## config.mk

```make
export PLATFORM = sky130hd
export DESIGN_NAME = ch0re_ifetch
export DESIGN_NICKNAME = d
export VERILOG_FILES = /design/src/rtl/ch0re_pkg.sv /design/src/rtl/ch0re_fetch_fifo.sv /design/src/rtl/ch0re_ifetch.sv
export SDC_FILE = /design/constraint.sdc
export NUM_CORES = 1
export LEC_CHECK = 0
export CAP_MARGIN = 10
export CORE_MARGIN = 3
export CORE_UTILIZATION = 23
export DETAILED_ROUTE_END_ITERATION = 16
export PLACE_DENSITY_LB_ADDON = 0.08
export RECOVER_POWER = 25
export SYNTH_ARGS = -nofsm -noshare
export SYNTH_HDL_FRONTEND = slang
export SYNTH_HIERARCHICAL = 1
export SYNTH_SLANG_ARGS = --single-unit
```

## constraint.sdc

```tcl
create_clock -name clk -period 25.7 [get_ports clk]
set_input_delay 3.855 -clock clk [delete_from_list [all_inputs] [get_ports clk]]
set_output_delay 3.855 -clock clk [all_outputs]
set_load 0.05 [all_outputs]
```

## src/rtl/ch0re_pkg.sv

```systemverilog
// Shared types and constants for the ch0re fetch stage.
package ch0re_pkg;

  typedef enum logic {
    FETCH_RUN  = 1'b0,
    FETCH_HALT = 1'b1
  } fetch_state_t;

  localparam logic [31:0] RV_NOP        = 32'h0000_0013;
  localparam int          FETCH_ENTRY_W = 64 + 32 + 1;

  typedef struct packed {
    logic [63:0] pc;
    logic [31:0] instr;
    logic        exc;
  } fetch_entry_t;

endpackage

```

## src/rtl/ch0re_fetch_fifo.sv

```systemverilog
// Synchronous FIFO with flush; write at posedge, head visible the next cycle, no bypass.
// Push into a full queue is accepted only alongside a pop; pop of an empty queue is ignored.
module ch0re_fetch_fifo #(
  parameter int DEPTH = 2,
  parameter int WIDTH = 8,
  localparam int PW = (DEPTH > 1) ? $clog2(DEPTH) : 1,
  localparam int CW = $clog2(DEPTH + 1)
) (
  input  logic             clk,
  input  logic             rst,
  input  logic             i_flush,
  input  logic             i_push,
  input  logic [WIDTH-1:0] i_wdata,
  input  logic             i_pop,
  output logic [WIDTH-1:0] o_rdata,
  output logic [CW-1:0]    o_count,
  output logic             o_full,
  output logic             o_empty
);

  logic [WIDTH-1:0] mem_q [DEPTH];
  logic [WIDTH-1:0] mem_d [DEPTH];
  logic [PW-1:0]    wr_ptr_q, wr_ptr_d;
  logic [PW-1:0]    rd_ptr_q, rd_ptr_d;
  logic [CW-1:0]    count_q, count_d;
  logic             do_push, do_pop;

  assign o_count = count_q;
  assign o_full  = (count_q == CW'(DEPTH));
  assign o_empty = (count_q == '0);
  assign o_rdata = mem_q[rd_ptr_q];

  always_comb begin
    mem_d    = mem_q;
    wr_ptr_d = wr_ptr_q;
    rd_ptr_d = rd_ptr_q;
    count_d  = count_q;
    do_pop   = i_pop & ~o_empty;
    do_push  = i_push & (~o_full | do_pop);
    if (i_flush) begin
      wr_ptr_d = '0;
      rd_ptr_d = '0;
      count_d  = '0;
    end else begin
      if (do_push) begin
        mem_d[wr_ptr_q] = i_wdata;
        wr_ptr_d = (wr_ptr_q == PW'(DEPTH - 1)) ? '0 : wr_ptr_q + PW'(1);
      end
      if (do_pop) begin
        rd_ptr_d = (rd_ptr_q == PW'(DEPTH - 1)) ? '0 : rd_ptr_q + PW'(1);
      end
      count_d = count_q + CW'(do_push) - CW'(do_pop);
    end
  end

  always_ff @(posedge clk) begin
    if (rst) begin
      wr_ptr_q <= '0;
      rd_ptr_q <= '0;
      count_q  <= '0;
    end else begin
      wr_ptr_q <= wr_ptr_d;
      rd_ptr_q <= rd_ptr_d;
      count_q  <= count_d;
    end
  end

  // Storage needs no reset: count gates every read of it.
  always_ff @(posedge clk) begin
    mem_q <= mem_d;
  end

endmodule

```

## src/rtl/ch0re_ifetch.sv

```systemverilog
// Stage-1 fetch: request in cycle N, entry valid to decode in N+2, one instr/cycle sustained.
// Issue throttles on queue occupancy + in-flight so the queue never overflows under i_ready=0.
module ch0re_ifetch
  import ch0re_pkg::*;
#(
  parameter logic [63:0] RESET_PC        = 64'h0,
  parameter int          IMEM_DEPTH      = 2048,
  parameter int          IMEM_ADDR_WIDTH = $clog2(IMEM_DEPTH),
  parameter int          FIFO_DEPTH      = 2
) (
  input  logic                       clk,
  input  logic                       rst,
  output logic                       o_imem_en,
  output logic [IMEM_ADDR_WIDTH-1:0] o_imem_addr,
  input  logic [31:0]                i_imem_rdata,
  input  logic                       i_redirect,
  input  logic [63:0]                i_redirect_pc,
  output logic                       o_valid,
  input  logic                       i_ready,
  output logic [63:0]                o_pc,
  output logic [31:0]                o_instr,
  output logic                       o_exc_misaligned
);

  localparam int CW = $clog2(FIFO_DEPTH + 1);

  fetch_state_t             state_q, state_d;
  logic [63:0]              pc_q, pc_d;
  logic [63:0]              req_pc_q, req_pc_d;
  logic                     inflight_q, inflight_d;

  logic [FETCH_ENTRY_W-1:0] fifo_rdata;
  logic [CW-1:0]            fifo_count;
  logic                     fifo_full, fifo_empty;
  fetch_entry_t             head, push_entry;
  logic                     pop, push, resp_push, exc_push, issue, run, aligned, has_space;
  logic [CW:0]              occ;

  assign head        = fetch_entry_t'(fifo_rdata);
  assign o_valid     = ~fifo_empty & ~i_redirect & ~rst;
  assign o_imem_en   = issue;
  assign o_imem_addr = pc_q[IMEM_ADDR_WIDTH+1:2];
  assign o_pc             = fifo_empty ? 64'h0 : head.pc;
  assign o_instr          = fifo_empty ? 32'h0 : head.instr;
  assign o_exc_misaligned = fifo_empty ? 1'b0  : head.exc;

  always_comb begin
    pop       = o_valid & i_ready;
    occ       = {1'b0, fifo_count} + (CW+1)'(inflight_q) - (CW+1)'(pop);
    has_space = occ < (CW+1)'(FIFO_DEPTH);
    aligned   = (pc_q[1:0] == 2'b00);
    run       = (state_q == FETCH_RUN) & ~i_redirect & ~rst;
    issue     = run & aligned & has_space;
    // The exception entry waits for any older response to land first.
    exc_push  = run & ~aligned & ~inflight_q & (~fifo_full | pop);
    resp_push = inflight_q & ~i_redirect;
    push      = resp_push | exc_push;

    push_entry = '{pc: req_pc_q, instr: i_imem_rdata, exc: 1'b0};
    if (exc_push) push_entry = '{pc: pc_q, instr: RV_NOP, exc: 1'b1};

    pc_d       = pc_q;
    state_d    = state_q;
    inflight_d = issue;
    req_pc_d   = issue ? pc_q : req_pc_q;
    if (i_redirect) begin
      pc_d    = i_redirect_pc;
      state_d = FETCH_RUN;
    end else begin
      if (issue)    pc_d    = pc_q + 64'd4;
      if (exc_push) state_d = FETCH_HALT;
    end
  end

  always_ff @(posedge clk) begin
    if (rst) begin
      state_q    <= FETCH_RUN;
      pc_q       <= RESET_PC;
      req_pc_q   <= 64'h0;
      inflight_q <= 1'b0;
    end else begin
      state_q    <= state_d;
      pc_q       <= pc_d;
      req_pc_q   <= req_pc_d;
      inflight_q <= inflight_d;
    end
  end

  ch0re_fetch_fifo #(
    .DEPTH (FIFO_DEPTH),
    .WIDTH (FETCH_ENTRY_W)
  ) u_fifo (
    .clk     (clk),
    .rst     (rst),
    .i_flush (i_redirect),
    .i_push  (push),
    .i_wdata (push_entry),
    .i_pop   (pop),
    .o_rdata (fifo_rdata),
    .o_count (fifo_count),
    .o_full  (fifo_full),
    .o_empty (fifo_empty)
  );

endmodule

```

After elaboration in Yosys (flattened, before gate mapping)
Index checks and enable logic that the tools add are counted.
- bitwise gates (word level): 25
- eq/ne operators: 1
- add/subtract/negate cells: 7
- reductions and logical operators: 6
- order comparisons: 4
- muxes and demuxes: 14
- operator list (operator ; count):
    2-to-1 mux 97 bit ; 5
    bitwise mux 194 bit ; 1
    2-to-1 mux 64 bit ; 3
    demux 97 bit (select 1 bit) ; 1
    adder 64 x 3 -> 64 bit (second input constant) ; 1
    2-to-1 mux 32 bit ; 1
    bitwise AND 1 bit ; 13
    inverter 1 bit ; 7
    >= comparator 2 bit (second input constant) ; 2
    zero test 2 bit ; 2
    inverter 1 -> 2 bit ; 2
    adder 2 x 1 -> 3 bit ; 1
    < comparator 3 x 2 -> 1 bit (second input constant) ; 1
    2-to-1 mux 1 bit ; 3
    OR 1 bit ; 3
    subtractor 3 x 1 -> 3 bit ; 1
    adder 1 bit (second input constant) ; 2
    adder 2 x 1 -> 2 bit ; 1
    equality test 2 bit (second input constant) ; 1
    < comparator 2 x 1 -> 1 bit (second input constant) ; 1
    AND reduction 2 bit ; 1
    nonzero test 2 bit ; 1
    OR reduction 2 bit ; 1
    subtractor 2 x 1 -> 2 bit ; 1
    logical AND 1 bit ; 1
- input port bits: 100
- logic and storage cells: 66
- register bits after elaboration: 328

Depth between registers and ports, before layout
Gate-level depths: netlist (run 1).
- depth in word-level cells: 11
- mapped depth: 16

By module
Netlist (run 1), hierarchy kept.
- modules (own cells, without submodules) (module ; times used ; cells each ; area each (um^2) ; sequential area each (um^2)):
    ch0re_ifetch ; 1 ; 1030 ; 7876.3 ; 2602.5
    ch0re_fetch_fifo ; 1 ; 330 ; 7213.2 ; 5905.7

Least setup slack after synthesis (run 1)
Ideal clock, no wire load.
- path type: input to register
- start point: input i_redirect
- end point: register u_fifo/mem_q[0] (netlist bit) (enable)
- buffers on the path: 2
- data arrival time: 12932 ps
- setup time: 693 ps
- slack: 12075 ps
- cell stages on the path: 6
- cells stage by stage: clkbuf_1 -> clkbuf_1 -> nor3_1 -> and2_1 -> o21ai_0 -> nor3b_1
- longest elaborated chain between the ends: 9
- elaborated cells on any way between the ends: 16
- ends and longest elaborated chain (item ; RTL line ; source):
    from (decl) ; ch0re_ifetch.sv:16 ; input logic i_redirect,
    inverter 1 bit (no source line) (*) ; -- ;
    bitwise AND 1 bit (*) (2 in a row) ; ch0re_ifetch.sv:40 ; assign o_valid = ~fifo_empty & ~i_redirect & ~rst;
    via o_valid ; ch0re_ifetch.sv:18 ; output logic o_valid,
    bitwise AND 1 bit (*) ; ch0re_ifetch.sv:48 ; pop = o_valid & i_ready;
    via pop ; ch0re_ifetch.sv:36 ; logic pop, push, resp_push, exc_push, issue, run, aligned, has_space;
    OR 1 bit ; ch0re_ifetch.sv:55 ; exc_push = run & ~aligned & ~inflight_q & (~fifo_full | pop);
    bitwise AND 1 bit ; ch0re_ifetch.sv:55 ;
    OR 1 bit ; ch0re_ifetch.sv:57 ; push = resp_push | exc_push;
    bitwise AND 1 bit (*) ; ch0re_fetch_fifo.sv:39 ; do_push = i_push & (~o_full | do_pop);
    AND reduction 2 bit (no source line) (*) ; -- ;
    to (signal assigned) ; ch0re_fetch_fifo.sv:70 ; mem_q <= mem_d;
    to (decl) ; ch0re_fetch_fifo.sv:21 ; logic [WIDTH-1:0] mem_q [DEPTH];
Mark *: on every way through the listed nets, which the timed path passes. The rest lies on a longest branch.
A chain may end at the register's enable or synchronous reset.

Worst setup path after layout (run 1)
- start point: input i_redirect
- end point: output o_imem_en
- longest elaborated chain between the ends: 7
- elaborated cells on any way between the ends: 10
- ends and longest elaborated chain (item ; RTL line ; source):
    inverter 1 bit (no source line) ; -- ;
    bitwise AND 1 bit (2 in a row) ; ch0re_ifetch.sv:40 ;
    bitwise AND 1 bit ; ch0re_ifetch.sv:48 ;
    via pop ; ch0re_ifetch.sv:36 ;
    subtractor 3 x 1 -> 3 bit ; ch0re_ifetch.sv:49 ; occ = {1'b0, fifo_count} + (CW+1)'(inflight_q) - (CW+1)'(pop);
    < comparator 3 x 2 -> 1 bit ; ch0re_ifetch.sv:50 ; has_space = occ < (CW+1)'(FIFO_DEPTH);
    bitwise AND 1 bit ; ch0re_ifetch.sv:53 ; issue = run & aligned & has_space;
    to (decl) ; ch0re_ifetch.sv:13 ; output logic o_imem_en,
The timed path passes the listed nets, and every way through them passes these cells.

==> out/results.tsv, run 1 <==
stage	metric	value	unit
status	status	complete, but fails checks	
status	failing checks	max-capacitance violations, max-slew violations	
clocking	H-Tree Depth	2	
power_and_ir_drop	clock share of power	45.6	%
logic_synthesis	Ys Warns	6	
power_and_ir_drop	switching share of power	23.71	%
timing	minimum clock period after layout	13.34	ns
routing	vias per cell	4.503	
logic_synthesis	Mapped Cells	1360	
timing	Final Cycle Share	51.91	%
worst_hold_path	HP Class	reg2reg	
logic_synthesis	dominant synthesized flop cell	edfxtp_1	
timing	Total Neg Setup Slack	0	ns
routing	Via Count	10870	
routing	DR iter-0 viols	632	
routing	DRT Pass-1 Iters	5	
setup_path	R2R depth	8	
logic_synthesis	ys async rst share	0	%
final_layout	fraction of layout instances using a drive strength above 1	13.87	%
clocking	CTS clk-pin slew, worst paths	0.05	ns
logic_synthesis	Synth area leaders	edfxtp_1 (39%), dfxtp_1 (18%), mux2_2 (12%)	
place	gpl congestion	0.7457	
setup_path	maximum fanout count along the critical path	49	
routing	DR WL/cell	19.67	µm
power_and_ir_drop	combinational power share	6.7	%
timing	final worst slack	12.36	ns
logic_synthesis	Post-synth top cells	edfxtp_1 (194), nand2_1 (194), mux2_2 (162), dfxtp_1 (134), nor2b_1 (126)	
setup_path	CP Class	in2out	
clocking	Setup Buffers After CTS	0	
grt	antenna violations before repair	2	
timing	RSZ-0062 raised after global routing	no	
worst_hold_path	Hold Path End	req_pc_q[42]	
logic_synthesis	Post-Syn Nets	1464	
clocking	number of hold buffers added after CTS	0	
place	DP Cell Count	2336	
final_layout	Final Util	29.69	%
floorplan	Core ar.	64700	µm²
routing	Residual DRC	0	
power_and_ir_drop	peak supply drop	0.03435	mV
logic_synthesis	sequential element share of the synthesized area	56.38	%
clocking	CTS tree	built	
floorplan	number of I/O pins	210	
timing	final hold violation count	0	
setup_path	reg-to-reg critical path endpoint	u_fifo/mem_q[132]	
timing	relative slew slack	-114.3	%
timing	max-slew violation count	187	
setup_path	R2R setup slack	20.27	ns
setup_path	WP data required	21.84	ns
routing	Final ANT Viol Nets	0	
grt	Global Route Usage Sum	13.64	%
timing	final hold slack	0.4485	ns
final_layout	Net count, final	1628	
floorplan	DIE HEIGHT	262.1	µm
floorplan	floorplan row count	93	
logic_synthesis	synth unique cells	63	
clocking	Max clock buf depth	3	
worst_hold_path	Min-Delay Path Depth	2	
clocking	Root Buffer	clkbuf_16	
worst_hold_path	hold path startpoint	req_pc_q[42]	
routing	WL final	47470	µm
setup_path	Worst Path Arrival	9.48	ns
final_layout	fill count	6723	
logic_synthesis	#FFs+latches synth	328	
clocking	clock sink count	328	
logic_synthesis	synthesized area	15090	µm²
power_and_ir_drop	register share of total power	47.6	%
floorplan	Starting Density	23.32	%
setup_path	worst r2r src	u_fifo/o_count[1]	
grt	largest net degree at the start of global routing	76	
grt	vias in the first global route	10910	
logic_synthesis	Yosys top cell by area	edfxtp_1	
floorplan	Die W	262.1	µm
place	DP Worst Slack	13.98	ns
final_layout	final non-filler cell total	2413	
setup_path	nature of the critical path startpoint	input pin	
clocking	Post-CTS Resized	0	
timing	Setup Skew	0.02179	ns
power_and_ir_drop	NetSw	292.6	µW
logic_synthesis	share of Yosys cell area claimed by the top area cell type	38.61	%
logic_synthesis	Post-synth EDFFs	194	
power_and_ir_drop	pwr/cell area	64.23	nW/µm²
power_and_ir_drop	P_leak	6.549	nW
timing	final setup fails	0	
floorplan	Die Area	68710	µm²
run	Max-Cap Viols	4	
timing	Worst Tran Pin Value	3.214	ns
power_and_ir_drop	P_int	941.3	µW
grt	Congestion Overflow GR	0	
grt	first-pass GRT wire length	70720	µm
clocking	CTS buffer count	41	
place	Post-DP HPWL	30340	µm
logic_synthesis	Mean Syn Cell Area	11.10	µm²
clocking	Worst-Skew Late Latency	0.56	ns
timing	Fmax	74.96	MHz
final_layout	Layout area overhead	27.31	%
setup_path	Critical Path Sink Type	output port	
place	IO Port Bufs	209	
[sequential cells by signal, summed over array words and instances (netlist names)]
register and cells:
inflight_q 1, pc_q 64, req_pc_q 64, state_q 1, u_fifo/mem_q 194, u_fifo/o_count 2, u_fifo/rd_ptr_q 1, u_fifo/wr_ptr_q 1
[power by group through the flow]
stage | registers (mW) | logic [mW] | clock network [mW]
6_report | 0.587 | 0.0832 | 0.563
3_3_place_gp | 0.598 | 0.0856 | 0
3_5_place_dp | 0.598 | 0.0860 | 0
2_1_floorplan | 0.590 | 0.0525 | 0
5_1_grt | 0.590 | 0.0917 | 0.610
4_1_cts | 0.587 | 0.0864 | 0.588
[worst max-delay path: stages]
cell and delay (ns):
buf_2 0.08, clkbuf_1 2.02, nor3_1 0.18, and2_0 0.43
ha_1 0.33, nand2b_1 0.15, fa_1 0.39, xnor2_1 0.18
nand4_1 0.15, inv_2 0.69, clkdlybuf4s50_1 0.98
[metrics by stage]
stage / power [mW] / instance area [µm²]
after CTS: 1.262 / 19240
after global routing: 1.291 / 19210
after global placement: 0.6835 / 17920
final: 1.234 / 19210
after floorplan: 0.6428 / 15090
after detailed placement: 0.6844 / 17920
[cells in the final DEF (no fill, tap or decap), types with 25 or more instances in the layout]
cell	synthesis	final
nand4_1	25	25
clkbuf_16	0	43
mux2_2	162	120
nor2b_1	126	126
a21oi_1	89	89
dfxtp_1	134	133
mux2_1	1	43
clkdlybuf4s50_1	0	196
nand2_1	194	194
o21ai_0	37	37
nand3_1	32	32
edfxtp_1	194	194
nor2_1	47	45
[kinds of logic after synthesis]
| family | Yosys count | share of synthesized area [%] |
|---|---|---|
| multiplexers | 170 | 12.63 |
| adder cells (fa/ha/maj) | 4 | 0.3815 |
| buffers and inverters | 117 | 3.458 |
| AND/OR/NAND/NOR | 520 | 18.00 |
| flip-flops | 328 | 56.38 |
| AO/OA/AOI/OAI | 200 | 7.927 |
| XOR/XNOR | 21 | 1.219 |
[layer usage]
layer / GRT usage (%) / share of wire (%) / wire [µm]
met1: 19.29 / 48 / 22810
met2: 21.34 / 45 / 21450
met3: 2.255 / 4.6 / 2194
met4: 4.089 / 2.1 / 1006
met5: 0 / 0.023 / 11
[worst max path at each step]
| stage | from | endpoint | slack, ns |
|---|---|---|---|
| 2_1_floorplan | i_redirect | u_fifo/mem_q[0] | 12.07 |
| 3_3_place_gp | rst | o_imem_en | 14.03 |
| 3_5_place_dp | rst | o_imem_en | 13.98 |
| 4_1_cts | rst | o_imem_en | 13.96 |
| 5_1_grt | i_redirect | o_imem_en | 11.92 |
| 6_report | i_redirect | o_imem_en | 12.36 |
[cell type report]
type / count / area (µm²) / share of cell area, %
well taps: 855 / 1070 / 5.569
flip-flops and latches: 328 / 8512 / 44.31
inverters: 12 / 45.04 / 0.2345
diodes: 1 / 2.502 / 0.01303
clock buffers: 64 / 1215 / 6.325
multi-input cells: 915 / 6070 / 31.60
repair buffers: 226 / 2197 / 11.44
clock inverters: 12 / 98.84 / 0.5146
No activity file was read; power rests on OpenSTA's default activity.
==> run 2: changes to the inputs <==
==> constraint.sdc (replaced) <==
create_clock -name clk -period 10.85 [get_ports clk]
set_input_delay 1.6275 -clock clk [delete_from_list [all_inputs] [get_ports clk]]
set_output_delay 1.6275 -clock clk [all_outputs]
set_load 0.05 [all_outputs]
==> run 2 against run 1 <==
The run still ends with max-capacitance violations, max-slew violations left. Power up 130%. Critical path depth up 1. Flip-flop and latch count unchanged. Combinational power up 140%.
==> out/results.tsv, run 2 (synthesis results as in run 1) <==
stage	metric	value	unit
setup_path	CP Class	in2out	
clocking	CTS clk-pin slew, worst paths	0.06	ns
clocking	H-Tree Depth	2	
power_and_ir_drop	pwr/cell area	150.8	nW/µm²
grt	largest net degree at the start of global routing	81	
routing	DRT Pass-1 Iters	7	
final_layout	fill count	6746	
power_and_ir_drop	peak supply drop	0.08892	mV
clocking	CTS buffer count	42	
clocking	number of hold buffers added after CTS	0	
timing	minimum clock period after layout	8.330	ns
grt	first-pass GRT wire length	69750	µm
floorplan	floorplan row count	93	
timing	Setup Skew	0.02133	ns
timing	final setup fails	0	
place	DP Cell Count	2336	
final_layout	Multi-input gate area	6092	µm²
routing	Final ANT Viol Nets	0	
final_layout	fraction of layout instances using a drive strength above 1	16.69	%
routing	Via Count	10870	
timing	Final Cycle Share	76.77	%
final_layout	Storage cell area	8512	µm²
floorplan	Die W	262.1	µm
status	status	complete, but fails checks	
worst_hold_path	HP Class	reg2reg	
place	gpl congestion	0.7371	
setup_path	Worst Path Arrival	6.70	ns
floorplan	DIE HEIGHT	262.1	µm
floorplan	Starting Density	23.32	%
routing	Residual DRC	0	
status	failing checks	max-capacitance violations, max-slew violations	
timing	RSZ-0062 raised after global routing	no	
setup_path	Critical Path Sink Type	output port	
power_and_ir_drop	total power	2.895	mW
routing	WL final	46850	µm
final_layout	Reg with most FFs	u_fifo/mem_q	
clocking	clock sink count	328	
clocking	Worst-Skew Late Latency	0.57	ns
routing	DR iter-0 viols	461	
final_layout	max reg flops	194	
clocking	Post-CTS Resized	0	
routing	DR WL/cell	19.41	µm
setup_path	nature of the critical path startpoint	input pin	
routing	vias per cell	4.502	
place	DP Worst Slack	4.055	ns
timing	relative slew slack	-125.0	%
floorplan	Die Area	68710	µm²
final_layout	Layout area overhead	27.21	%
floorplan	Core ar.	64700	µm²
final_layout	Net count, final	1629	
final_layout	most common cell after layout, fill and taps aside	clkdlybuf4s50_1	
place	Post-DP HPWL	29980	µm
timing	Fmax	120.0	MHz
place	IO Port Bufs	209	
power_and_ir_drop	P_leak	6.504	nW
clocking	Root Buffer	clkbuf_16	
run	Max-Cap Viols	4	
floorplan	number of I/O pins	210	
final_layout	commonest non-fill, non-tap cells in the layout	clkdlybuf4s50_1 (196), nand2_1 (194), edfxtp_1 (194)	
timing	max-slew violation count	184	
final_layout	Regs by FF count	u_fifo/mem_q: 194 flops, pc_q: 64 flops, req_pc_q: 64 flops	
timing	Total Neg Setup Slack	0	ns
timing	final hold slack	0.4513	ns
timing	Worst Tran Pin Value	3.374	ns
timing	final worst slack	2.520	ns
timing	final hold violation count	0	
final_layout	final non-filler cell total	2414	
grt	Congestion Overflow GR	0	
clocking	Setup Buffers After CTS	0	
setup_path	maximum fanout count along the critical path	65	
setup_path	WP data required	9.22	ns
grt	antenna violations before repair	2	
clocking	CTS tree	built	
grt	Global Route Usage Sum	13.33	%
clocking	Max clock buf depth	3	
grt	vias in the first global route	10810	
[run 2: layer usage]
| metal | share of wire [%] | global-route usage [%] | up-vias |
|---|---|---|---|
| li1 | - | - | 5230 |
| met1 | 48 | 18.57 | 5329 |
| met2 | 45 | 20.90 | 245 |
| met3 | 5.0 | 2.477 | 61 |
| met4 | 2.3 | 4.181 | 2 |
| met5 | 0.019 | 0 | - |
[run 2: per-stage QoR]
step | instance area (µm²) | util [%]
after global placement | 17940 | 27.72
final | 19200 | 29.67
after CTS | 19210 | 29.70
after global routing | 19190 | 29.67
after detailed placement | 17940 | 27.72
after floorplan | 15100 | -
[run 2: worst paths after layout]
path                startpoint                end  slack (ns)  depth (start not counted)
max                 i_redirect          o_imem_en        2.52                         12
min                req_pc_q[7]        req_pc_q[7]        0.45                          2
max reg2reg  u_fifo/o_count[1]  u_fifo/mem_q[164]        5.20                          9
min reg2reg        req_pc_q[7]        req_pc_q[7]        0.45                          2
[run 2: layout make-up]
cell class,count,area share (%)
clock buffers,58,6.003
flip-flops and latches,328,44.34
diodes,1,0.01304
repair buffers,226,11.45
well taps,855,5.573
inverters,12,0.2347
multi-input cells,915,31.74
clock inverters,19,0.6518
[run 2: critical path, stage by stage]
cell and delay, ns:
buf_2 0.07, clkbuf_1 1.95, nor3_1 0.17, and2_0 0.36, ha_1 0.29, nand2b_1 0.15
fa_1 0.37, xnor2_1 0.13, nand4_1 0.11, buf_4 0.62, inv_2 0.08, clkdlybuf4s50_1 0.73
[run 2: power by group]
part	internal, mW	total (mW)	switching (mW)
clock network	0.766	1.30	0.538
logic	0.0852	0.198	0.113
registers	1.35	1.39	0.0405
==> run 3: changes to the inputs <==
==> constraint.sdc (replaced) <==
create_clock -name clk -period 8.3 [get_ports clk]
set_input_delay 1.245 -clock clk [delete_from_list [all_inputs] [get_ports clk]]
set_output_delay 1.245 -clock clk [all_outputs]
set_load 0.05 [all_outputs]
==> run 3 against run 2 <==
Clock power up 33%. The run still ends with max-capacitance violations, max-slew violations left. First-iteration DRC count up 20%. Final area about the same. Highest routed layer unchanged. Utilization about the same.
==> out/results.tsv, run 3 (synthesis results as in run 1) <==
stage	metric	value	unit
worst_hold_path	HP Class	reg2reg	
floorplan	number of I/O pins	210	
setup_path	crit-path leading delay family	buffers and inverters	
timing	Worst Tran Pin Value	2.848	ns
routing	Residual DRC	0	
floorplan	Core ar.	64700	µm²
routing	WL final	46580	µm
place	Post-DP Area	17930	µm²
routing	Final ANT Viol Nets	0	
timing	Setup Skew	0.01446	ns
status	failing checks	max-capacitance violations, max-slew violations	
clocking	CTS tree	built	
floorplan	floorplan row count	93	
timing	final hold violation count	0	
setup_path	worst r2r src	u_fifo/o_count[1]	
setup_path	CP Launch Point	i_redirect	
setup_path	CP cell instances	buf_2 -> clkbuf_1 -> nor3_1 -> nand4_1 -> inv_1 -> clkdlybuf4s50_1	
clocking	clock sink count	328	
grt	first-pass GRT wire length	69860	µm
power_and_ir_drop	peak supply drop	0.1088	mV
routing	DR iter-0 viols	552	
timing	Final Cycle Share	79.41	%
floorplan	Die Area	68710	µm²
timing	max-slew violation count	225	
clocking	Max clock buf depth	3	
routing	vias per cell	4.478	
setup_path	R2R setup slack	2.71	ns
run	Max-Cap Viols	5	
grt	antenna violations before repair	1	
final_layout	ANT cells	0	
place	IO Port Bufs	209	
floorplan	Die W	262.1	µm
timing	final worst slack	1.709	ns
final_layout	commonest non-fill, non-tap cells in the layout	clkdlybuf4s50_1 (196), nand2_1 (194), edfxtp_1 (194)	
clocking	CTS clk-pin slew, worst paths	0.05	ns
clocking	CTS buffer count	42	
grt	Congestion Overflow GR	0	
floorplan	DIE HEIGHT	262.1	µm
routing	DR WL/cell	19.30	µm
setup_path	crit path max-delay cell type	clkbuf_1	
setup_path	maximum fanout count along the critical path	48	
grt	vias in the first global route	10840	
setup_path	Critical Path Sink Type	output port	
final_layout	max reg flops	194	
clocking	H-Tree Depth	2	
final_layout	fin area	19210	µm²
setup_path	R2R depth	8	
clocking	Worst-Skew Late Latency	0.56	ns
timing	Total Neg Setup Slack	0	ns
setup_path	crit path to	o_imem_en	
clocking	Post-CTS Resized	0	
routing	DRT Pass-1 Iters	5	
clocking	Setup Buffers After CTS	0	
timing	relative slew slack	-89.84	%
setup_path	reg-to-reg critical path endpoint	u_fifo/mem_q[71]	
grt	Global Route Usage Sum	13.38	%
timing	Fmax	151.7	MHz
place	DP Worst Slack	2.093	ns
setup_path	Worst Path Arrival	5.35	ns
timing	RSZ-0062 raised after global routing	no	
setup_path	CP Class	in2out	
routing	Via Count	10810	
timing	minimum clock period after layout	6.591	ns
final_layout	Layout area overhead	27.32	%
floorplan	Starting Density	23.32	%
clocking	number of hold buffers added after CTS	0	
grt	largest net degree at the start of global routing	81	
final_layout	Reg with most FFs	u_fifo/mem_q	
status	status	complete, but fails checks	
final_layout	most common cell after layout, fill and taps aside	clkdlybuf4s50_1	
final_layout	Regs by FF count	u_fifo/mem_q: 194 flops, pc_q: 64 flops, req_pc_q: 64 flops	
place	Post-DP HPWL	30030	µm
clocking	Root Buffer	clkbuf_16	
power_and_ir_drop	pwr/cell area	198.4	nW/µm²
setup_path	WP data required	7.05	ns
setup_path	crit-path max cell delay	2.00	ns
setup_path	WP depth	6	
setup_path	nature of the critical path startpoint	input pin	
timing	final setup fails	0	
place	gpl congestion	0.7290	
power_and_ir_drop	P_leak	6.512	nW
final_layout	fraction of layout instances using a drive strength above 1	16.43	%
final_layout	Net count, final	1628	
setup_path	Buf+Inv Stages, Crit Path	4	
[run 3: changes by cell type in the layout (fill, tap and decap cells not counted), moves of 2 or more]
cell	delta
clkinv_1	+5
and2_1	+2
clkbuf_16	+2
clkbuf_1	-3
and2_0	-2
buf_4	-2
inv_6	-2
[run 3: through the flow]
stage	cells	util, %	hold slack [ns]	power, mW
floorplan	1360	-	0.4338	1.989
global placement	2335	27.71	0.4391	2.115
detailed placement	2335	27.71	0.4439	2.117
CTS	2413	29.73	0.4518	3.899
global route	2413	29.70	0.4650	3.982
finish	2413	29.70	0.4505	3.812
[run 3: cell type report]
cell class,count,area (µm²)
timing repair buffer,225,2187
clock inverter,22,128.9
inverter,12,45.04
sequential,328,8512
fill,6728,45480
clock buffer,56,1177
tap,855,1070
multi-input combinational,915,6092
[run 3: how the worst min path moves through the flow]
stage	startpoint	to	slack, ns	depth (start not counted)
2_1_floorplan	req_pc_q[10]	req_pc_q[10]	0.43	2
3_3_place_gp	req_pc_q[57]	req_pc_q[57]	0.44	2
3_5_place_dp	req_pc_q[3]	req_pc_q[3]	0.44	2
4_1_cts	req_pc_q[3]	req_pc_q[3]	0.45	2
5_1_grt	req_pc_q[58]	req_pc_q[58]	0.47	2
6_report	req_pc_q[59]	req_pc_q[59]	0.45	2
[run 3: report_power, final]
group | internal (mW) | switching [mW]
Sequential | 1.77 | 0.0529
Clock | 1.02 | 0.710
Combinational | 0.112 | 0.147
[run 3: metal layers]
layer | up-vias | global-route usage, % | share of wire [%]
li1 | 5233 | - | -
met1 | 5285 | 19.09 | 49
met2 | 220 | 20.55 | 45
met3 | 66 | 2.515 | 4.6
met4 | 2 | 3.936 | 2.0
met5 | - | 0 | 0.028
[run 3: worst min-delay path: cells and delay by family (launching register included)]
kind | cells | cell delay, ns
DFF | 1 | 0.30
and+or+nand+nor | 1 | 0.05
AOI/OAI and AO/OA | 1 | 0.05
